==> src/rtl/load_store_unit.sv <==
// RV32I load/store unit driving a word-addressed data memory with an asynchronous read port.
// Define MISALIGN_TRAP_EN to make misaligned halfword/word accesses fault instead of being truncated.
module load_store_unit #(
    parameter int DEPTH = 128,
    localparam int AW = $clog2(DEPTH)
) (
    input  logic          clk,
    input  logic          rst,
    input  logic          req_valid,
    output logic          req_ready,
    input  logic          req_we,
    input  logic [2:0]    req_funct3,
    input  logic [31:0]   req_addr,
    input  logic [31:0]   req_wdata,
    output logic          resp_valid,
    input  logic          resp_ready,
    output logic [31:0]   resp_rdata,
    output logic          resp_err,
    output logic [AW-1:0] mem_rd_addr,
    input  logic [31:0]   mem_rd_data,
    output logic [AW-1:0] mem_wr_addr,
    output logic [31:0]   mem_wr_data,
    output logic          mem_we,
    output logic [2:0]    mem_wr_strb
);

    typedef enum logic [1:0] {IDLE, ACCESS, RESP} state_t;

    localparam logic [2:0] STRB_NOP = 3'b010;

    state_t      state;
    logic        we_q;
    logic [2:0]  funct3_q;
    logic [1:0]  off_q;
    logic        err_q;

    logic        range_err;
    logic        funct3_err;
    logic        misalign_err;
    logic        req_err;
    logic [1:0]  req_off;
    logic [2:0]  store_strb;
    logic [31:0] shifted;
    logic [31:0] load_ext;

    // Request decode, evaluated on the raw request so faults are known at acceptance.
    always_comb begin
        range_err    = |req_addr[31:AW+2];
        funct3_err   = 1'b0;
        misalign_err = 1'b0;
        req_off      = 2'b00;
        store_strb   = 3'b000;

        if (req_we)
            funct3_err = !(req_funct3 inside {3'b000, 3'b001, 3'b010});
        else
            funct3_err = !(req_funct3 inside {3'b000, 3'b001, 3'b010, 3'b100, 3'b101});

`ifdef MISALIGN_TRAP_EN
        case (req_funct3[1:0])
            2'b01:   misalign_err = req_addr[0];
            2'b10:   misalign_err = |req_addr[1:0];
            default: misalign_err = 1'b0;
        endcase
`else
        misalign_err = 1'b0;
`endif

        // Without trapping, halfwords drop addr[0] and words drop addr[1:0].
        case (req_funct3[1:0])
            2'b00:   req_off = req_addr[1:0];
            2'b01:   req_off = {req_addr[1], 1'b0};
            default: req_off = 2'b00;
        endcase

        case (req_funct3[1:0])
            2'b00:   store_strb = {1'b1, req_off};
            2'b01:   store_strb = {1'b0, req_off[1], 1'b1};
            default: store_strb = 3'b000;
        endcase

        req_err = range_err | funct3_err | misalign_err;
    end

    // Load data alignment and extension, from the memory's asynchronous read port.
    always_comb begin
        shifted = mem_rd_data >> {off_q, 3'b000};
        case (funct3_q)
            3'b000:  load_ext = {{24{shifted[7]}}, shifted[7:0]};
            3'b001:  load_ext = {{16{shifted[15]}}, shifted[15:0]};
            3'b100:  load_ext = {24'd0, shifted[7:0]};
            3'b101:  load_ext = {16'd0, shifted[15:0]};
            default: load_ext = shifted;
        endcase
    end

    // NOTE: all state uses non-blocking assignments so every register samples pre-edge values.
    always_ff @(posedge clk or negedge rst) begin
        if (!rst) begin
            state       <= IDLE;
            we_q        <= 1'b0;
            funct3_q    <= 3'b000;
            off_q       <= 2'b00;
            err_q       <= 1'b0;
            req_ready   <= 1'b1;
            resp_valid  <= 1'b0;
            resp_rdata  <= 32'd0;
            resp_err    <= 1'b0;
            mem_rd_addr <= '0;
            mem_wr_addr <= '0;
            mem_wr_data <= 32'd0;
            mem_we      <= 1'b0;
            mem_wr_strb <= STRB_NOP;
        end else begin
            case (state)
                IDLE: begin
                    if (req_valid) begin
                        state       <= ACCESS;
                        req_ready   <= 1'b0;
                        we_q        <= req_we;
                        funct3_q    <= req_funct3;
                        off_q       <= req_off;
                        err_q       <= req_err;
                        mem_rd_addr <= req_addr[AW+1:2];
                        mem_wr_addr <= req_addr[AW+1:2];
                        mem_wr_data <= req_wdata;
                        // Write strobe and enable are registered so they are live for ACCESS only.
                        mem_we      <= req_we && !req_err;
                        mem_wr_strb <= (req_we && !req_err) ? store_strb : STRB_NOP;
                    end
                end
                ACCESS: begin
                    state       <= RESP;
                    mem_we      <= 1'b0;
                    mem_wr_strb <= STRB_NOP;
                    resp_valid  <= 1'b1;
                    resp_err    <= err_q;
                    resp_rdata  <= (err_q || we_q) ? 32'd0 : load_ext;
                end
                RESP: begin
                    if (resp_ready) begin
                        state      <= IDLE;
                        resp_valid <= 1'b0;
                        req_ready  <= 1'b1;
                    end
                end
                default: begin
                    state      <= IDLE;
                    req_ready  <= 1'b1;
                    resp_valid <= 1'b0;
                    mem_we     <= 1'b0;
                end
            endcase
        end
    end

endmodule
==> config.mk <==
export PLATFORM = sky130hd
export DESIGN_NAME = load_store_unit
export DESIGN_NICKNAME = d
export VERILOG_FILES = /design/src/rtl/load_store_unit.sv
export SDC_FILE = /design/constraint.sdc
export NUM_CORES = 1
export LEC_CHECK = 0
export CORE_MARGIN = 8
export CORE_UTILIZATION = 25
export DETAILED_ROUTE_END_ITERATION = 6
export PLACE_DENSITY_LB_ADDON = 0.2
export SETUP_SLACK_MARGIN = 0.5
export SKIP_CTS_REPAIR_TIMING = 1
export SLEW_MARGIN = 20
export SYNTH_ARGS = -nofsm -noshare
export SYNTH_HDL_FRONTEND = slang
export SYNTH_SLANG_ARGS = --single-unit
==> constraint.sdc <==
create_clock -name clk -period 2.07 [get_ports clk]
set_clock_uncertainty 0.2 [all_clocks]
set_input_delay 0.207 -clock clk [delete_from_list [all_inputs] [get_ports clk]]
set_output_delay 0.207 -clock clk [all_outputs]
set_load 0.005 [all_outputs]
Yosys cells after proc, flatten, opt, wreduce, memory -nomap -nowiden
Index checks and enable logic that the tools add are counted.
- register bits after elaboration: 87
- input bits: 104
- output and inout port bits: 85
- logic and storage cells: 67
- equal/unequal tests: 12
- shift operators: 1
- muxes and demuxes: 18
- bitwise logic cells: 4
- reduce and logical (&&, ||, !) cells: 19
- operators with widths (cell ; number):
    $pmux W32 S4 ; 1
    $mux W32 ; 1
    $shr A32 B5 Y32 ; 1
    $reduce_or A23 Y1 ; 1
    $eq A3 B3 Y1 const B ; 4
    $pmux W3 S2 ; 2
    $reduce_and A2 Y1 ; 5
    $eq A3 B1 Y1 const B ; 2
    $logic_not A3 Y1 ; 2
    $mux W3 ; 2
    $pmux W1 S3 ; 2
    $pmux W2 S3 ; 1
    $mux W1 ; 5
    $reduce_bool A5 Y1 ; 1
    $eq A2 B1 Y1 const B ; 2
    $logic_not A2 Y1 ; 2
    $mux W2 ; 2
    $ne A2 B2 Y1 const B ; 2
    $pmux W2 S2 ; 1
    $eq A3 B2 Y1 const B ; 1
    $logic_not A1 Y1 ; 3
    $not A1 Y1 ; 3
    $reduce_and A3 Y1 ; 1
    $reduce_bool A3 Y1 ; 1
    6 further kinds ; 6

Longest topological paths before layout
Gate-level depths: netlist of the first run.
- word-level depth: 10
- mapped depth: 8
- depth with buffers taken out: 6

Least setup slack after synthesis of the first run
No wires, ideal clock.
- path type: reg2reg
- start: reg state[1]
- end: reg resp_rdata[24]
- library setup time: 66 ps
- arrival: 1791 ps
- required time: 1804 ps
- path slack: 13 ps
- cell stages (with the launch flop): 7
- path buffers: 2
- period minus slack after synthesis: 2057 ps
- cell sequence: dfrtp_1 or4b_1 buf_6 nor3b_4 and2b_1 buf_6 a221o_1
- word-level cells in the longest chain between the ends: 1
- RTL lines (element ; RTL line ; text):
    from (decl) ; 31 ; state_t state;
    from (signal assigned) ; 100 ; state <= IDLE;
    from (signal assigned) ; 118 ; state <= ACCESS;
    from (signal assigned) ; 133 ; state <= RESP;
    $eq A2 B1 Y1 ; 115 ; case (state)
    to (signal assigned) ; 138 ; resp_rdata <= (err_q || we_q) ? 32'd0 : load_ext;
    to (decl) ; 17 ; output logic [31:0] resp_rdata,
No other way between the ends.
A chain may end at the register's enable or synchronous reset.

Worst setup path after layout of the first run
- start: reg off_q[0]
- end: reg resp_rdata[18]
- word-level cells in the longest chain between the ends: 3
- RTL lines (element ; RTL line ; text):
    from (decl) ; 34 ; logic [1:0] off_q;
    from (signal assigned) ; 122 ; off_q <= req_off;
    $shr A32 B5 Y32 ; 87 ; shifted = mem_rd_data >> {off_q, 3'b000};
    $pmux W32 S4 ; 88 ; case (funct3_q)
    $mux W32 ; 138 ;
No other way between the ends.

==> results.tsv, run 1 <==
stage	metric	value	unit
cts	CTS max path bufs	2	
power_and_ir_drop	switching share of total power	0.336	
drt	Routed Antenna Nets	0	
placement	dpl cell area	6170	um^2
timing	Final period util	0.921	
job	max-cap viol count	0	
worst_setup_path	Reg2Reg Depth	5	
grt	largest net degree at the start of global routing	88	
worst_setup_path	critical setup path kind	register to register	
power_and_ir_drop	Internal	5.05	mW
cells_and_area	most frequent cells in the layout	157 x nand2_1, 105 x dlymetal6s2s_1, 84 x dfrtp_1	
worst_setup_path	CP max FO	16	
floorplan	Rows	46	
drt	DRT Wirelength	15000	um
synth	Syn Area/Cell	9.52	um^2
timing	final hold violation count	0	
floorplan	die area	20300	um^2
synth	Syn. warnings	0	
drt	DRC	0	
cells_and_area	final instance area	7270	um^2
worst_setup_path	R2R Path End	resp_rdata[18]	
grt	gr usage total	0.141	
worst_setup_path	crit path cell chain	nand2b_1 > mux4_2 > nor4_4 > buf_12 > a221o_1	
worst_setup_path	Critical Path Sink Type	register	
cts	number of buffers created by CTS	9	
worst_hold_path	Hold EP	funct3_q[0]	
worst_setup_path	Arrival @ worst endpoint	1990	ps
drt	vias	3814	
synth	ranking of synthesized cells by area	dfrtp_1 53%, nand2_1 15%, mux2i_1 4.5%	
floorplan	Starting Density	0.253	
synth	Synth area leader	dfrtp_1	
timing	Worst Max-Slew Pin Slew	487	ps
timing	max_slew headroom	0.675	
drt	Via density	4.49	
placement	Placer Congestion	0.820	
power_and_ir_drop	net switching power	2.55	mW
cells_and_area	Area growth syn-to-layout	82.0	%
synth	sequential element share of the synthesized area	0.545	
cts	clock sink total	87	
grt	total grt overflow	0	
power_and_ir_drop	maximum VDD drop	0.000611	V
timing	final setup violating endpoints	0	
timing	RSZ-0062 raised after global routing	yes	
timing	worst setup margin	164	ps
placement	IO Port Bufs	188	
floorplan	die width	142	um
cells_and_area	Final Core Density	0.461	
worst_setup_path	Critical Path Slowest Stage Cell	mux4_2	
timing	Highest Clock Rate	0.525	GHz
cells_and_area	most common cell after layout, fill and taps aside	nand2_1	
power_and_ir_drop	Clk network pwr share	0.234	
worst_setup_path	RR Startpoint	off_q[0]	
synth	Mapped Nets	524	
cts	H-tree level count	3	
timing	setup_tns	0	ps
worst_setup_path	reg2reg setup slack	160	ps
worst_setup_path	WP data required	2150	ps
synth	top-area cell type share of the netlist area	0.532	
grt	antenna violations before repair	0	
synth	Netlist Area Pre-Place	4000	um^2
power_and_ir_drop	share of power burned in combinational logic	0.442	
cts	CTS root buffer	clkbuf_16	
worst_setup_path	largest stage delay on the critical path	500	ps
status	outcome	complete, no violations	
cts	Clk Latency, worst-skew pair	350	ps
timing	pins over their slew limit	0	
power_and_ir_drop	PnR Total Power	7.60	mW
cells_and_area	share of post-route cells with drive strength above 1	0.179	
floorplan	core outline area	15800	um^2
worst_hold_path	hold_sp	req_funct3[0]	
placement	dpl hpwl	10700	um
placement	dpl ws	-75.4	ps
cells_and_area	n_diodes	0	
drt	drt first pass iters	4	
worst_hold_path	HP Class	input port to register	
timing	min cycle time layout	1910	ps
floorplan	die height	142	um
cts	CTS tree	built	
power_and_ir_drop	Cell Pwr Density	1040	nW/um^2
worst_setup_path	CP Launch Type	register	
drt	DR WL/cell	17.7	um
synth	register bit count reported by yosys	87	
power_and_ir_drop	share of power burned in registers	0.324	
worst_hold_path	worst hold path depth	3	
cts	Reg clk slew, reported paths	70	ps
cells_and_area	nets	732	
drt	first-iteration detailed-routing DRC count	239	
floorplan	Top Ports	189	
worst_setup_path	WP buf/inv	1	
grt	first-pass GRT wire length	22100	um
grt	vias in the first global route	4068	
synth	distinct cell type count after synthesis	34	
worst_setup_path	Top delay family on crit path	multiplexers	
power_and_ir_drop	LEAKAGE	4.43	nW
synth	cell count after synthesis	420	
## layout make-up
class | instances | area, um^2
inverters | 1 | 8.76
clock inverters | 6 | 92.6
repair buffers | 232 | 2660
fillers | 1505 | 8500
well taps | 216 | 270
flip-flops and latches | 87 | 2180
multi-input cells | 297 | 1840
clock buffers | 10 | 229
## cells by family after synthesis
| family | count (synthesis) | share of synthesized area |
|---|---|---|
| mux | 29 | 0.0817 |
| compound gates | 62 | 0.0996 |
| buf+inv | 36 | 0.0463 |
| simple gates | 206 | 0.227 |
| flops | 87 | 0.545 |
## sequential cells by signal (all words and copies together) (netlist names), 2 cells and up
register and count:
funct3_q 3, mem_wr_addr 7, mem_wr_data 32, mem_wr_strb 3, off_q 2, resp_rdata 32, state 2
## power by group through the flow
stage          registers (mW)  clock network, mW  logic (mW)
4_1_cts                  2.48               1.82        2.87
3_3_place_gp             2.48                  0        2.84
5_1_grt                  2.52               1.90        3.67
6_report                 2.46               1.78        3.36
2_1_floorplan            2.49                  0        1.33
3_5_place_dp             2.50                  0        2.86
## worst min-delay path, cell delays in order
cell            delay (ps)
dlymetal6s2s_1         180
nand2_1                 80
nand2_1                 40
## metrics by stage
| step | hold WS [ps] | instances |
|---|---|---|
| final | 2.29 | 849 |
| after CTS | -278 | 825 |
| after global routing | 19.4 | 849 |
| after detailed placement | 92.1 | 809 |
| after floorplan | -289 | 420 |
| after global placement | 91.5 | 809 |
## worst max path at each step
stage                    start  depth (start not counted)  slack [ps]             end
2_1_floorplan         state[1]                          6          40  resp_rdata[24]
3_3_place_gp      req_addr[10]                          6         -50  mem_wr_strb[2]
3_5_place_dp   mem_rd_data[23]                          6         -80  resp_rdata[25]
4_1_cts               state[1]                          4         -30  resp_rdata[25]
5_1_grt               off_q[0]                          5          60  resp_rdata[31]
6_report              off_q[0]                          5         160  resp_rdata[18]
## Yosys cell counts
master	number
nor3b_4	1
nor4_1	5
o22ai_1	1
buf_1	2
o21ai_0	26
nand4_1	1
a221o_1	16
or3_1	2
nand3b_1	8
o31a_1	1
and2b_1	1
inv_1	1
dfstp_2	2
nand2_1	157
or4b_1	1
nand2b_1	5
mux4_2	2
nor2_1	12
nor4_4	1
dfrtp_1	85
clkbuf_1	21
nor3_1	3
o21a_1	1
buf_2	1
or2_2	1
or2b_1	1
a21oi_1	17
mux2i_1	18
buf_4	9
buf_6	2
nor3b_2	1
mux2_2	9
nor2b_1	2
nand3_1	4
## routing by layer
metal  part of all wire  global-route usage
met1               0.43               0.167
met2               0.45               0.218
met3               0.10              0.0678
met4              0.016              0.0520
met5                  0                   0
Note: power is estimated with default switching activity, not from simulation.
==> run 2, diff against run 1 <==
CORE_MARGIN = 10   (was 8)
SKIP_LAST_GASP = 1   (was unset)
==> run 2 against run 1 <==
Effect of this change: the flow now finishes with violations (hold timing); register-to-register slack barely moved; critical path depth unchanged; core utilization grew 0.33 points; clock power decreased by 7%; maximum frequency up 0.14%; hold slack lost 23 ps; wire length up 3.7%; final cell count rose by 0.71%; sequential share of layout area fell by 0.22 points; non-clock buffer count increased by 6; largest power group unchanged.
==> results.tsv, run 2 (synthesis gave the netlist of run 1 again) <==
stage	metric	value	unit	change
status	outcome	finished, violations left		was complete, no violations
placement	Inst Count DP	808		was 809
worst_setup_path	Critical Path Sink Type	register		unchanged
floorplan	core outline area	15800	um^2	unchanged
grt	gr usage total	0.130		was 0.141
worst_setup_path	CP max FO	16		unchanged
cts	CTS max path bufs	2		unchanged
timing	final setup violating endpoints	0		unchanged
drt	Via density	4.53		was 4.49
cells_and_area	share of post-route cells with drive strength above 1	0.189		was 0.179
timing	RSZ-0062 raised after global routing	yes		unchanged
cells_and_area	Final Non-Filler Cells	855		was 849
timing	pins over their slew limit	0		unchanged
timing	Final period util	0.920		was 0.921
worst_hold_path	hold_sp	req_funct3[0]		unchanged
cells_and_area	largest registers	mem_wr_data x32, resp_rdata x32, mem_wr_addr x7		unchanged
power_and_ir_drop	Cell Pwr Density	1030	nW/um^2	was 1040 nW/um^2
drt	DRT Wirelength	15600	um	was 15,000 um
cells_and_area	nets	738		was 732
power_and_ir_drop	share of power burned in registers	0.326		was 0.324
worst_setup_path	CP Launch Type	register		unchanged
worst_setup_path	Setup crit start	off_q[0]		unchanged
power_and_ir_drop	switching share of total power	0.342		was 0.336
drt	Routed Antenna Nets	0		unchanged
cts	H-tree level count	3		unchanged
power_and_ir_drop	net switching power	2.59	mW	was 2.55 mW
cts	clock sink total	87		unchanged
placement	dpl hpwl	10900	um	was 10,700 um
cts	Reg clk slew, reported paths	70	ps	about the same
cells_and_area	final instance area	7330	um^2	was 7270 um^2
worst_setup_path	Critical Path Slowest Stage Cell	mux4_2		unchanged
floorplan	die height	146	um	was 142 um
drt	drt first pass iters	6		was 4
power_and_ir_drop	Internal	4.99	mW	was 5.05 mW
power_and_ir_drop	Clk network pwr share	0.218		was 0.234
timing	Highest Clock Rate	0.525	GHz	about the same
floorplan	die area	21400	um^2	was 20,300 um^2
power_and_ir_drop	LEAKAGE	4.48	nW	was 4.43 nW
grt	first-pass GRT wire length	22200	um	was 22,100 um
worst_setup_path	largest stage delay on the critical path	500	ps	about the same
worst_setup_path	reg2reg setup slack	170	ps	was 160 ps
cells_and_area	Final Core Density	0.465		was 0.461
floorplan	Rows	46		unchanged
status	failing checks	hold timing		
placement	IO Port Bufs	188		unchanged
cells_and_area	most common cell after layout, fill and taps aside	nand2_1		unchanged
drt	DRC	0		unchanged
drt	first-iteration detailed-routing DRC count	164		was 239
timing	Hold Slack	-20.3	ps	was 2.29 ps
floorplan	die width	146	um	was 142 um
grt	vias in the first global route	3925		was 4,068
cells_and_area	most frequent cells in the layout	145 x nand2_1, 108 x dlymetal6s2s_1, 84 x dfrtp_1		was 157 x nand2_1, 105 x dlymetal6s2s_1, 84 x dfrtp_1
cells_and_area	Fillers	1508		was 1,505
power_and_ir_drop	share of power burned in combinational logic	0.456		was 0.442
placement	dpl cell area	6170	um^2	about the same
cells_and_area	Area growth syn-to-layout	83.3	%	was 82.0%
grt	total grt overflow	0		unchanged
worst_setup_path	critical setup path kind	register to register		unchanged
timing	setup_tns	0	ps	unchanged
timing	final hold violation count	1		was 0
placement	Placer Congestion	0.786		was 0.820
cts	CTS root buffer	clkbuf_16		unchanged
power_and_ir_drop	maximum VDD drop	0.000654	V	was 0.000611 V
floorplan	Starting Density	0.253		unchanged
drt	vias	3873		was 3,814
worst_setup_path	Arrival @ worst endpoint	1980	ps	was 1990 ps
cts	Clk Latency, worst-skew pair	350	ps	about the same
job	max-cap viol count	0		unchanged
grt	largest net degree at the start of global routing	48		was 88
cts	CTS tree	built		unchanged
worst_hold_path	HP Class	input port to register		unchanged
worst_setup_path	WP data required	2150	ps	about the same
floorplan	Top Ports	189		unchanged
worst_setup_path	RR Startpoint	off_q[0]		unchanged
timing	max_slew headroom	0.702		was 0.675
cts	number of buffers created by CTS	9		unchanged
worst_setup_path	crit path cell chain	nand2b_1 > mux4_2 > nor4_4 > buf_12 > a221o_1		unchanged
timing	min cycle time layout	1900	ps	was 1910 ps
cells_and_area	n_diodes	0		unchanged
drt	DR WL/cell	18.2	um	was 17.7 um
timing	Worst Max-Slew Pin Slew	447	ps	was 487 ps
grt	antenna violations before repair	0		unchanged
## run 2: final timing paths
check | end | depth (start not counted)
max in group asynchronous | resp_rdata[4] | 3
hold reg to reg | mem_wr_data[22] | 2
setup reg to reg | resp_rdata[26] | 5
hold / removal | funct3_q[0] | 3
min in group asynchronous | resp_rdata[5] | 2
setup / recovery | resp_rdata[26] | 5
## run 2: metal layers
layer,part of all wire,up-vias,track usage,wire [um]
met4,0.014,0,0.0465,214
met5,0,-,0,0
met3,0.091,15,0.0578,1420
met1,0.44,1848,0.163,6900
li1,-,1846,-,-
met2,0.45,164,0.193,7040
## run 2: stage by stage
stage / setup slack [ps] / power, mW
floorplan: 44.7 / 3.82
global placement: -60.9 / 5.31
detailed placement: -82.3 / 5.34
CTS: -18.6 / 7.04
global route: 93.5 / 8.08
finish: 166 / 7.57
## run 2: area by class of cell
| class | instances | area (um^2) | share of cell area |
|---|---|---|---|
| clock buffers | 10 | 229 | 0.0313 |
| inverters | 1 | 11.3 | 0.00154 |
| repair buffers | 238 | 2740 | 0.373 |
| well taps | 216 | 270 | 0.0369 |
| flip-flops and latches | 87 | 2180 | 0.298 |
| multi-input cells | 297 | 1830 | 0.250 |
| clock inverters | 6 | 68.8 | 0.00939 |
## run 2: power groups by stage
stage / Clock (mW) / Sequential [mW] / Combinational, mW
after CTS: 1.71 / 2.47 / 2.86
final: 1.65 / 2.47 / 3.46
after floorplan: 0 / 2.49 / 1.33
after detailed placement: 0 / 2.49 / 2.85
after global routing: 1.77 / 2.52 / 3.78
after global placement: 0 / 2.48 / 2.83
## run 2: critical path: cells and delay by family (launching register included)
kind / cells / cell delay, ps
muxes: 1 / 500
buffers and inverters: 1 / 180
AOI/OAI and AO/OA: 1 / 120
DFF: 1 / 460
and+or+nand+nor: 2 / 380
